--- config.mk ---
export PLATFORM = sky130hd
export DESIGN_NAME = uart_axi_buffer
export DESIGN_NICKNAME = d
export VERILOG_FILES = /design/src/rtl/uart_axi_buffer.sv
export SDC_FILE = /design/constraint.sdc
export NUM_CORES = 1
export LEC_CHECK = 0
export CORE_ASPECT_RATIO = 1.2
export CORE_MARGIN = 4
export CORE_UTILIZATION = 31
export CTS_BUF_LIST = sky130_fd_sc_hd__clkbuf_4 sky130_fd_sc_hd__clkbuf_8
export DETAILED_ROUTE_END_ITERATION = 12
export GPL_TIMING_DRIVEN = 0
export SYNTH_ARGS = -nofsm -noshare
export SYNTH_HDL_FRONTEND = slang
export SYNTH_SLANG_ARGS = --single-unit
--- constraint.sdc ---
create_clock -name clk -period 4.5 [get_ports clk]
set_clock_uncertainty 0.1 [all_clocks]
set_input_delay 0.45 -clock clk [delete_from_list [all_inputs] [get_ports clk]]
set_output_delay 0.45 -clock clk [all_outputs]
set_load 0.05 [all_outputs]
--- src/rtl/uart_axi_buffer.sv ---
// ---------------------------------------------------------------------------
// uart_axi_buffer
//   AXI4-Lite responder sitting between the core's uart_axi_* master port and
//   the UART PHY. Holds a TX byte FIFO (drained by the serializer) and an RX
//   byte FIFO (filled by the deserializer), and exposes four registers selected
//   by addr[3:2]:
//     0 RX   : read pops the RX head byte (0 when empty)
//     1 TX   : write with wstrb[0] pushes wdata[7:0]
//     2 STAT : {overrun, irq_en, tx_full, tx_empty, rx_full, rx_nonempty}
//              read clears overrun
//     3 CTRL : write with wstrb[0]: bit0 flush TX, bit1 flush RX, bit4 irq_en
//
// Ports
//   clk, rst                        clock, synchronous active-high reset
//   uart_axi_aw*/w*/b*              AXI4-Lite write address/data/response
//   uart_axi_ar*/r*                 AXI4-Lite read address/data
//   tx_data, tx_valid, tx_ready     TX FIFO head to serializer (pop on hs)
//   rx_data, rx_valid               RX byte strobe from deserializer
//   irq                             registered level interrupt
// ---------------------------------------------------------------------------
module uart_axi_buffer #(
    parameter int unsigned DEPTH_LOG2 = 4,
    parameter int unsigned ADDR_WIDTH = 32
) (
    input  logic                  clk,
    input  logic                  rst,

    input  logic [ADDR_WIDTH-1:0] uart_axi_awaddr,
    input  logic                  uart_axi_awvalid,
    output logic                  uart_axi_awready,
    input  logic [31:0]           uart_axi_wdata,
    input  logic [3:0]            uart_axi_wstrb,
    input  logic                  uart_axi_wvalid,
    output logic                  uart_axi_wready,
    output logic [1:0]            uart_axi_bresp,
    output logic                  uart_axi_bvalid,
    input  logic                  uart_axi_bready,

    input  logic [ADDR_WIDTH-1:0] uart_axi_araddr,
    input  logic                  uart_axi_arvalid,
    output logic                  uart_axi_arready,
    output logic [31:0]           uart_axi_rdata,
    output logic [1:0]            uart_axi_rresp,
    output logic                  uart_axi_rvalid,
    input  logic                  uart_axi_rready,

    output logic [7:0]            tx_data,
    output logic                  tx_valid,
    input  logic                  tx_ready,
    input  logic [7:0]            rx_data,
    input  logic                  rx_valid,

    output logic                  irq
);

    localparam int unsigned DEPTH = 2 ** DEPTH_LOG2;
    localparam int unsigned PW    = DEPTH_LOG2;
    localparam int unsigned CW    = DEPTH_LOG2 + 1;
    localparam logic [CW-1:0] FULL_COUNT = CW'(DEPTH);

    localparam logic [1:0] SEL_RX   = 2'd0;
    localparam logic [1:0] SEL_TX   = 2'd1;
    localparam logic [1:0] SEL_STAT = 2'd2;
    localparam logic [1:0] SEL_CTRL = 2'd3;

    localparam logic [0:0] W_IDLE = 1'b0;
    localparam logic [0:0] W_RESP = 1'b1;
    localparam logic [0:0] R_IDLE = 1'b0;
    localparam logic [0:0] R_DATA = 1'b1;

    // ------------------------------------------------------------------
    // State
    // ------------------------------------------------------------------
    // r_active keeps every ready low while rst is held and for the reset
    // cycle itself, so readies rise only the cycle after rst falls.
    logic            r_active;

    logic [0:0]      r_wstate;
    logic            r_aw_got;
    logic            r_w_got;
    logic [1:0]      r_aw_sel;
    logic [7:0]      r_wdata;
    logic            r_wstrb0;

    logic [0:0]      r_rstate;
    logic [31:0]     r_rdata;

    logic [7:0]      r_tx_mem [DEPTH];
    logic [PW-1:0]   r_tx_wptr;
    logic [PW-1:0]   r_tx_rptr;
    logic [CW-1:0]   r_tx_count;

    logic [7:0]      r_rx_mem [DEPTH];
    logic [PW-1:0]   r_rx_wptr;
    logic [PW-1:0]   r_rx_rptr;
    logic [CW-1:0]   r_rx_count;

    logic            r_overrun;
    logic            r_irq_en;
    logic            r_irq;

    // ------------------------------------------------------------------
    // Combinational signals
    // ------------------------------------------------------------------
    logic            w_aw_hs;
    logic            w_w_hs;
    logic            w_wr_fire;
    logic [1:0]      w_wr_sel;
    logic [7:0]      w_wr_data;
    logic            w_wr_strb0;

    logic            w_ar_hs;
    logic [1:0]      w_rd_sel;
    logic [31:0]     w_rdata_d;

    logic            w_tx_empty;
    logic            w_tx_full;
    logic            w_rx_empty;
    logic            w_rx_full;

    logic            w_tx_push;
    logic            w_tx_push_ok;
    logic            w_tx_pop;
    logic            w_tx_flush;
    logic            w_rx_push_ok;
    logic            w_rx_pop;
    logic            w_rx_flush;
    logic            w_ctrl_wr;
    logic            w_stat_rd;

    logic [CW-1:0]   w_tx_count_d;
    logic [CW-1:0]   w_rx_count_d;
    logic            w_overrun_d;
    logic            w_irq_en_d;
    logic            w_irq_d;

    logic            w_unused;

    assign w_tx_empty = (r_tx_count == '0);
    assign w_tx_full  = (r_tx_count == FULL_COUNT);
    assign w_rx_empty = (r_rx_count == '0);
    assign w_rx_full  = (r_rx_count == FULL_COUNT);

    // ------------------------------------------------------------------
    // Write channel
    // ------------------------------------------------------------------
    assign uart_axi_awready = r_active && (r_wstate == W_IDLE) && !r_aw_got;
    assign uart_axi_wready  = r_active && (r_wstate == W_IDLE) && !r_w_got;
    assign uart_axi_bvalid  = (r_wstate == W_RESP);
    assign uart_axi_bresp   = 2'b00;

    assign w_aw_hs = uart_axi_awvalid && uart_axi_awready;
    assign w_w_hs  = uart_axi_wvalid && uart_axi_wready;

    // Ready is low once a beat is latched, so a latched value and a live
    // handshake never coexist; pick whichever one exists.
    assign w_wr_sel   = r_aw_got ? r_aw_sel : uart_axi_awaddr[3:2];
    assign w_wr_data  = r_w_got ? r_wdata : uart_axi_wdata[7:0];
    assign w_wr_strb0 = r_w_got ? r_wstrb0 : uart_axi_wstrb[0];

    assign w_wr_fire = (r_wstate == W_IDLE) && (r_aw_got || w_aw_hs) && (r_w_got || w_w_hs);

    always_ff @(posedge clk) begin
        if (rst) begin
            r_active <= 1'b0;
            r_wstate <= W_IDLE;
            r_aw_got <= 1'b0;
            r_w_got  <= 1'b0;
            r_aw_sel <= 2'b00;
            r_wdata  <= 8'h00;
            r_wstrb0 <= 1'b0;
        end else begin
            r_active <= 1'b1;
            if (r_wstate == W_IDLE) begin
                if (w_wr_fire) begin
                    r_wstate <= W_RESP;
                    r_aw_got <= 1'b0;
                    r_w_got  <= 1'b0;
                end else begin
                    if (w_aw_hs) begin
                        r_aw_got <= 1'b1;
                        r_aw_sel <= uart_axi_awaddr[3:2];
                    end
                    if (w_w_hs) begin
                        r_w_got  <= 1'b1;
                        r_wdata  <= uart_axi_wdata[7:0];
                        r_wstrb0 <= uart_axi_wstrb[0];
                    end
                end
            end else if (uart_axi_bready) begin
                r_wstate <= W_IDLE;
            end
        end
    end

    // ------------------------------------------------------------------
    // Read channel
    // ------------------------------------------------------------------
    assign uart_axi_arready = r_active && (r_rstate == R_IDLE);
    assign uart_axi_rvalid  = (r_rstate == R_DATA);
    assign uart_axi_rdata   = r_rdata;
    assign uart_axi_rresp   = 2'b00;

    assign w_ar_hs  = uart_axi_arvalid && uart_axi_arready;
    assign w_rd_sel = uart_axi_araddr[3:2];

    always_comb begin
        w_rdata_d = 32'h0;
        unique case (w_rd_sel)
            SEL_RX:   w_rdata_d = w_rx_empty ? 32'h0 : {24'h0, r_rx_mem[r_rx_rptr]};
            SEL_STAT: w_rdata_d = {26'h0, r_overrun, r_irq_en, w_tx_full, w_tx_empty,
                                   w_rx_full, !w_rx_empty};
            default:  w_rdata_d = 32'h0;
        endcase
    end

    always_ff @(posedge clk) begin
        if (rst) begin
            r_rstate <= R_IDLE;
            r_rdata  <= 32'h0;
        end else if (r_rstate == R_IDLE) begin
            if (w_ar_hs) begin
                r_rstate <= R_DATA;
                r_rdata  <= w_rdata_d;
            end
        end else if (uart_axi_rready) begin
            r_rstate <= R_IDLE;
        end
    end

    // ------------------------------------------------------------------
    // Register side effects
    // ------------------------------------------------------------------
    assign w_tx_push    = w_wr_fire && (w_wr_sel == SEL_TX) && w_wr_strb0;
    assign w_tx_push_ok = w_tx_push && !w_tx_full;
    assign w_tx_pop     = !w_tx_empty && tx_ready;

    assign w_ctrl_wr  = w_wr_fire && (w_wr_sel == SEL_CTRL) && w_wr_strb0;
    assign w_tx_flush = w_ctrl_wr && w_wr_data[0];
    assign w_rx_flush = w_ctrl_wr && w_wr_data[1];

    // A full RX FIFO drops the byte even when a read pops it the same cycle.
    assign w_rx_push_ok = rx_valid && !w_rx_full;
    assign w_rx_pop     = w_ar_hs && (w_rd_sel == SEL_RX) && !w_rx_empty;
    assign w_stat_rd    = w_ar_hs && (w_rd_sel == SEL_STAT);

    // Setting overrun wins over a same-cycle STAT read clear.
    assign w_overrun_d = (r_overrun && !w_stat_rd) || (w_tx_push && w_tx_full) ||
                         (rx_valid && w_rx_full);
    assign w_irq_en_d  = w_ctrl_wr ? w_wr_data[4] : r_irq_en;

    always_comb begin
        w_tx_count_d = r_tx_count;
        if (w_tx_flush) begin
            w_tx_count_d = '0;
        end else if (w_tx_push_ok && !w_tx_pop) begin
            w_tx_count_d = r_tx_count + CW'(1);
        end else if (!w_tx_push_ok && w_tx_pop) begin
            w_tx_count_d = r_tx_count - CW'(1);
        end
    end

    always_comb begin
        w_rx_count_d = r_rx_count;
        if (w_rx_flush) begin
            w_rx_count_d = '0;
        end else if (w_rx_push_ok && !w_rx_pop) begin
            w_rx_count_d = r_rx_count + CW'(1);
        end else if (!w_rx_push_ok && w_rx_pop) begin
            w_rx_count_d = r_rx_count - CW'(1);
        end
    end

    // irq is registered from next-state values so it tracks the FIFOs
    // without an extra cycle of lag.
    assign w_irq_d = w_irq_en_d && ((w_rx_count_d != '0) || (w_tx_count_d == '0));

    // ------------------------------------------------------------------
    // FIFO storage (no reset; validity is tracked by the counters)
    // ------------------------------------------------------------------
    always_ff @(posedge clk) begin
        if (w_tx_push_ok) begin
            r_tx_mem[r_tx_wptr] <= w_wr_data;
        end
        if (w_rx_push_ok) begin
            r_rx_mem[r_rx_wptr] <= rx_data;
        end
    end

    always_ff @(posedge clk) begin
        if (rst) begin
            r_tx_wptr  <= '0;
            r_tx_rptr  <= '0;
            r_tx_count <= '0;
            r_rx_wptr  <= '0;
            r_rx_rptr  <= '0;
            r_rx_count <= '0;
            r_overrun  <= 1'b0;
            r_irq_en   <= 1'b0;
            r_irq      <= 1'b0;
        end else begin
            r_tx_count <= w_tx_count_d;
            r_rx_count <= w_rx_count_d;
            r_overrun  <= w_overrun_d;
            r_irq_en   <= w_irq_en_d;
            r_irq      <= w_irq_d;

            if (w_tx_flush) begin
                r_tx_wptr <= '0;
                r_tx_rptr <= '0;
            end else begin
                if (w_tx_push_ok) r_tx_wptr <= r_tx_wptr + PW'(1);
                if (w_tx_pop)     r_tx_rptr <= r_tx_rptr + PW'(1);
            end

            if (w_rx_flush) begin
                r_rx_wptr <= '0;
                r_rx_rptr <= '0;
            end else begin
                if (w_rx_push_ok) r_rx_wptr <= r_rx_wptr + PW'(1);
                if (w_rx_pop)     r_rx_rptr <= r_rx_rptr + PW'(1);
            end
        end
    end

    assign tx_data  = r_tx_mem[r_tx_rptr];
    assign tx_valid = !w_tx_empty;
    assign irq      = r_irq;

    // Address and data bits outside the decoded fields are intentionally ignored.
    assign w_unused = ^{uart_axi_awaddr[ADDR_WIDTH-1:4], uart_axi_awaddr[1:0],
                        uart_axi_araddr[ADDR_WIDTH-1:4], uart_axi_araddr[1:0],
                        uart_axi_wdata[31:8], uart_axi_wstrb[3:1]};

endmodule

==> impl_metrics.csv, run 1 <==
group,metric,value,unit
power_and_ir_drop,p_total,6.86,mW
setup_path,crit_arrival,3.41,ns
floorplanning,start_util,31.3,%
timing,finalCriticalPeriod,3.96,ns
detailed_routing,drt-vias-per-instance,4.70,
clock_network,cts_buffer_depth,3,
clock_network,cts_made_buffers,49,
logic_synthesis,synthDistinctLibCells,66,
layout,stdcell_count,1490,
logic_synthesis,synth_cells,776,
setup_path,r2r_start,"r_tx_count[0]",
placement,place.gp.congestion,0.790,
clock_network,cts_sinks,317,
timing,rsz0062_at_grt,"false",
timing,tightest_slew,0.954,ns
logic_synthesis,synth-seq-cells,317,
floorplanning,die_x,195,um
placement,dp_hpwl,19400,um
setup_path,worst_ep_required_time,3.95,ns
floorplanning,core,0.0418,sq mm
clock_network,clkTransAtPathRegs,0.06,ns
layout,fin_nets,1037,
clock_network,cts_tree,"built",
floorplanning,ios,168,
timing,setup_slack,0.538,ns
timing,finalHoldViolations,0,
layout,fill_cells,3942,
timing,setup_viol,0,
logic_synthesis,avgSynthCellArea,16.8,sq um
detailed_routing,initialDrtViolationCount,404,
setup_path,crit_path_start_kind,"register",
clock_network,insertion_delay,0.58,ns
detailed_routing,routedWlPerCell,18.8,um
grt,grt_pass1_wl,43000,um
hold_path,min_path_type,"primary input to register",
logic_synthesis,async_reset_ff_share,0,%
setup_path,path_max_fanout,10,
detailed_routing,via_count,7010,
power_and_ir_drop,vdd_drop_max,0.291,mV
setup_path,cp-end-kind,"output pin",
power_and_ir_drop,leakage,5.02,nW
hold_path,min-delay-start,"rst",
detailed_routing,ant_nets,0,
layout,area_growth,17.7,%
logic_synthesis,ys_seq_area_share,68.2,%
logic_synthesis,synthFlopType,"edfxtp_1",
grt,antenna_found_initial,0,
power_and_ir_drop,powerDensity,446,mW/mm^2
placement,place_ws,0.437,ns
floorplanning,die_h,233,um
logic_synthesis,syn_area,0.0131,sq mm
detailed_routing,drcViolationCount,0,
clock_network,ctsResizeCount,0,
flow_run,drv_cap,0,
layout,register_area,0.00891,sq mm
setup_path,crit_type,"register to output pin",
timing,tns,0,ns
layout,fin_util,36.8,%
timing,maxSlewViolCount,0,
clock_network,htree_levels,2,
timing,relSlewSlack,36.2,%
detailed_routing,drt-total-wl,28000,um
grt,grt_pass1_vias,7126,
grt,grt_max_degree,19,
layout,n_antenna_cell,0,
logic_synthesis,yosys_warnings,0,
timing,post-route-period-util,88.1,%
grt,overflow,0,
clock_network,cts-root-buf,"clkbuf_8",
layout,drive_gt1_share,24.7,%
logic_synthesis,synth_edf_count,256,
clock_network,cts_setup_buffers,0,
detailed_routing,firstDrtPassIters,5,
clock_network,hold_buffers,0,
grt,grt_usage,12.3,%
floorplanning,rows,82,
floorplanning,dieArea,0.0455,sq mm
layout,multi_input_area,0.00386,sq mm
status,outcome,"finished, final reports clean",
placement,dpl.cell_count,1401,
placement,port_buffers,51,
timing,fmax,252,MHz
[final timing paths]
kind | endpoint | cells after the start | slack (ns)
hold reg to reg | uart_axi_rdata[1] | 2 | 0.37
setup / recovery | tx_data[6] | 5 | 0.54
setup reg to reg | r_tx_mem[7][2] | 7 | 1.26
hold / removal | r_overrun | 2 | 0.16
[cells by family (layout without fill, tap and decap cells)]
family,count (synthesis),count (layout),synth area share (%)
other,1,28,0.0287
muxes,107,107,15.8
DFF,317,317,68.2
and+or+nand+nor,189,189,7.39
adders and majority gates,14,14,1.34
AOI/OAI and AO/OA,54,54,2.93
xor gates and xnor gates,15,15,1.01
buffers and inverters,79,220,3.34
[sequential cells by signal (all words and copies together), names as in the netlist, named ones only]
signal / flops
r_rx_mem: 128
r_tx_mem: 128
r_wdata: 8
uart_axi_rdata: 8
r_rx_count: 5
r_tx_count: 5
r_rx_rptr: 4
r_rx_wptr: 4
r_tx_rptr: 4
r_tx_wptr: 4
r_aw_sel: 2
irq: 1
r_active: 1
r_aw_got: 1
r_irq_en: 1
r_overrun: 1
r_w_got: 1
r_wstrb0: 1
uart_axi_bvalid: 1
uart_axi_rvalid: 1
[cell usage after synthesis, types with 6 or more instances]
master,instances,area share (%)
a21oi_1,18,0.69
buf_1,7,0.20
buf_2,10,0.38
buf_4,28,1.6
clkbuf_1,19,0.55
dfxtp_1,61,9.3
edfxtp_1,256,59
ha_1,14,1.3
inv_1,12,0.34
mux2_2,8,0.69
mux2i_1,19,1.5
mux4_2,78,13
nand2_1,42,1.2
nand2b_1,9,0.43
nand3_1,8,0.31
nand4_1,6,0.29
nor2_1,66,1.9
nor2b_1,6,0.29
nor3_1,19,0.73
xor2_1,10,0.67
[critical path: stages (launching register included)]
cell and delay (ns):
dfxtp_1 0.31, clkbuf_1 0.29, buf_2 0.41, mux4_2 0.61
mux4_2 0.50, clkdlybuf4s50_1 0.72
[stage by stage]
stage               cell area, sq um  hold WS [ns]
floorplan                      13200         0.358
global placement               14400         0.351
detailed placement             14400         0.365
CTS                            15400         0.129
global route                   15400         0.159
finish                         15400         0.161
[power by group]
part / internal [mW] / switching (mW) / total [mW]
clock network: 1.26 / 1.10 / 2.36
registers: 3.23 / 0.0501 / 3.28
logic: 0.524 / 0.689 / 1.21
[placed cells by master, fill, tap and decap left out, drive strengths merged, types with 4 or more instances in the layout]
cell,instances
nand2,42
edfxtp,256
nor3,20
a211oi,5
mux2i,19
inv,12
nor4,4
nand4,6
nand3,8
clkdlybuf4s50,51
o21ai,5
buf,49
xor2,10
nand2b,9
mux4,78
dfxtp,61
ha,14
nor2b,6
a31oi,4
conb,28
o211ai,4
clkbuf,88
clkinv,17
mux2,10
a21oi,19
nor2,67
xnor2,5
[final cells by class]
class                      instances  area share, %
sequential                       317           57.9
multi-input combinational        407           25.1
clock buffer                      69           5.40
tap                              546           4.44
timing repair buffer              52           3.37
buffer                            67           2.55
clock inverter                    20          0.919
inverter                          12          0.293
[per-layer routing]
metal,share of wire [%],vias to the layer above,track usage (%)
met5,0,-,0
met4,2.4,0,4.08
met3,4.3,44,2.16
met2,51,176,20.9
met1,42,3548,16.0
li1,-,3242,-
(Power assumes the default switching activity.)
==> run 2, diff against run 1 <==
--- a/config.mk
+++ b/config.mk
@@ -11,6 +11,7 @@
 export CTS_BUF_LIST = sky130_fd_sc_hd__clkbuf_4 sky130_fd_sc_hd__clkbuf_8
 export DETAILED_ROUTE_END_ITERATION = 12
 export GPL_TIMING_DRIVEN = 0
+export SKIP_CTS_REPAIR_TIMING = 1
 export SYNTH_ARGS = -nofsm -noshare
 export SYNTH_HDL_FRONTEND = slang
 export SYNTH_SLANG_ARGS = --single-unit
==> results of run 2 <==
Same layout as run 1: the final DEF is identical, and so are final timing and power.
==> run 3, diff against run 2 <==
--- a/config.mk
+++ b/config.mk
@@ -5,7 +5,6 @@
 export SDC_FILE = /design/constraint.sdc
 export NUM_CORES = 1
 export LEC_CHECK = 0
-export CORE_ASPECT_RATIO = 1.2
 export CORE_MARGIN = 4
 export CORE_UTILIZATION = 31
 export CTS_BUF_LIST = sky130_fd_sc_hd__clkbuf_4 sky130_fd_sc_hd__clkbuf_8
==> run 3 against run 2 <==
  * Flip-flop and latch count did not move
  * Count of clock-buffer cells in the layout unchanged
  * Sequential power about the same
  * First-iteration DRC count rose by 16%
  * Setup slack improved by 0.013 ns
  * Maximum frequency up 0.33%
  * Register-to-register slack got worse by 0.08 ns
  * Total power shrank 0.14%
  * Core utilization rose by 0.33 points
  * Critical path depth unchanged
==> impl_metrics.csv, run 3 (same netlist as run 1, synthesis figures left out) <==
group,metric,value,unit
power_and_ir_drop,combPwrFrac,17.7,%
status,outcome,"finished, final reports clean",
power_and_ir_drop,pwr-share-clk,34.4,%
setup_path,worst_r2r_endpoint,"r_tx_mem[2][5]",
clock_network,cts_made_buffers,50,
timing,fmax,253,MHz
grt,antenna_found_initial,1,
power_and_ir_drop,p_seq_share,47.9,%
detailed_routing,drcViolationCount,0,
grt,grt_max_degree,19,
hold_path,min_path_type,"primary input to register",
setup_path,slowest_delay,0.72,ns
grt,overflow,0,
hold_path,min_delay_path_depth,2,
power_and_ir_drop,vdd_drop_max,0.244,mV
grt,grt_pass1_wl,43300,um
timing,relSlewSlack,24.8,%
setup_path,crit_path_start_kind,"register",
timing,tns,0,ns
timing,rsz0062_at_grt,"false",
floorplanning,dieArea,0.0455,sq mm
hold_path,min-delay-start,"rst",
placement,dp_hpwl,18800,um
detailed_routing,drt-vias-per-instance,4.77,
power_and_ir_drop,leakage,5.01,nW
timing,hold_slack,0.185,ns
setup_path,rr_worst_depth,7,
setup_path,path_max_fanout,10,
clock_network,insertion_delay,0.58,ns
floorplanning,rows,74,
floorplanning,core,0.0413,sq mm
power_and_ir_drop,p_sw,1.83,mW
timing,finalHoldViolations,0,
clock_network,cts_sinks,317,
setup_path,cp_cell_sequence,"clkbuf_1, buf_2, mux4_2, mux4_2, clkdlybuf4s50_1",
setup_path,cp_top_family,"buffers and inverters",
setup_path,cp-end-kind,"output pin",
setup_path,r2r_start,"r_tx_count[0]",
layout,multi_input_area,0.00386,sq mm
flow_run,drv_cap,0,
setup_path,r2r_slack,1.18,ns
timing,setup_viol,0,
layout,n_antenna_cell,0,
clock_network,cts-root-buf,"clkbuf_8",
grt,grt_usage,12.5,%
setup_path,crit_slowest_cell,"clkdlybuf4s50_1",
detailed_routing,initialDrtViolationCount,470,
timing,maxSlewViolCount,0,
placement,dpl.cell_count,1387,
hold_path,holdPathEnd,"r_overrun",
layout,largestRegisters,"r_rx_mem x128, r_tx_mem x128",
placement,port_buffers,51,
power_and_ir_drop,p_int,5.02,mW
layout,fin_nets,1038,
setup_path,worst-path-buf-inv,3,
timing,finalCriticalPeriod,3.95,ns
setup_path,crit_arrival,3.40,ns
timing,tightest_slew,1.12,ns
layout,drive_gt1_share,24.5,%
floorplanning,ios,168,
placement,post_dp_cell_area,0.0144,sq mm
floorplanning,die_h,213,um
layout,design_area,0.0153,sq mm
grt,grt_pass1_vias,7136,
clock_network,cts_tree,"built",
detailed_routing,drt-total-wl,28400,um
layout,most-common-layout-cells,"edfxtp_1, mux4_2, nor2_1",
detailed_routing,routedWlPerCell,19.3,um
placement,place.gp.congestion,0.774,
floorplanning,die_x,213,um
layout,register_area,0.00891,sq mm
layout,stdcell_count,1475,
setup_path,crit_type,"register to output pin",
layout,fill_cells,3853,
power_and_ir_drop,powerDensity,446,mW/mm^2
timing,post-route-period-util,87.8,%
setup_path,worst_ep_required_time,3.95,ns
power_and_ir_drop,p_total,6.85,mW
clock_network,htree_levels,2,
detailed_routing,via_count,7032,
floorplanning,start_util,31.6,%
power_and_ir_drop,switching_share,26.8,%
detailed_routing,ant_nets,0,
clock_network,cts_buffer_depth,3,
setup_path,crit_path_frequent_cell,"mux4_2",
layout,layout_commonest_cell,"edfxtp_1",
clock_network,clkTransAtPathRegs,0.06,ns
detailed_routing,firstDrtPassIters,5,
layout,area_growth,17.4,%
[run 3: cell count changes in the layout (fill, tap and decap cells not counted), sizes merged]
cell / before / now
clkinv: 17 / 15
inv: 12 / 13
[run 3: cell type report]
cell class	count	share of cell area, %
flip-flops and latches	317	58.1
multi-input cells	407	25.2
clock buffers	69	5.45
well taps	532	4.34
repair buffers	52	3.38
plain buffers	67	2.55
clock inverters	19	0.750
inverters	12	0.294
[run 3: per-stage QoR]
| stage | worst slack [ns] | util (%) |
|---|---|---|
| global route | 0.355 | 37.2 |
| finish | 0.551 | 37.2 |
| floorplan | 1.59 | - |
| global placement | 0.343 | 34.7 |
| CTS | 0.461 | 37.2 |
| detailed placement | 0.900 | 34.9 |
[run 3: worst max-delay path by stage]
stage,endpoint,cells after the start,start,slack (ns)
global placement,r_tx_mem[0][6],7,uart_axi_wvalid,0.34
global route,tx_data[7],5,register,0.36
CTS,tx_data[7],5,register,0.46
floorplan,r_tx_mem[3][0],7,r_tx_count[0],1.59
detailed placement,r_tx_mem[1][3],7,uart_axi_wvalid,0.90
finish,tx_data[7],5,register,0.55
[run 3: layer usage]
layer | wire, um | up-vias | global-route usage [%] | share of wire, %
met5 | 13 | - | 0 | 0.046
li1 | - | 3248 | - | -
met3 | 1600 | 35 | 2.66 | 5.6
met1 | 12300 | 3544 | 16.9 | 43
met2 | 14100 | 203 | 20.9 | 50
met4 | 406 | 2 | 3.13 | 1.4
[run 3: power by group through the flow]
| stage | clock network [mW] | logic (mW) | registers [mW] |
|---|---|---|---|
| 2_1_floorplan | 0 | 0.884 | 3.34 |
| 3_3_place_gp | 0 | 1.21 | 3.34 |
| 3_5_place_dp | 0 | 1.22 | 3.34 |
| 4_1_cts | 2.43 | 1.23 | 3.28 |
| 5_1_grt | 2.57 | 1.30 | 3.29 |
| 6_report | 2.36 | 1.21 | 3.28 |
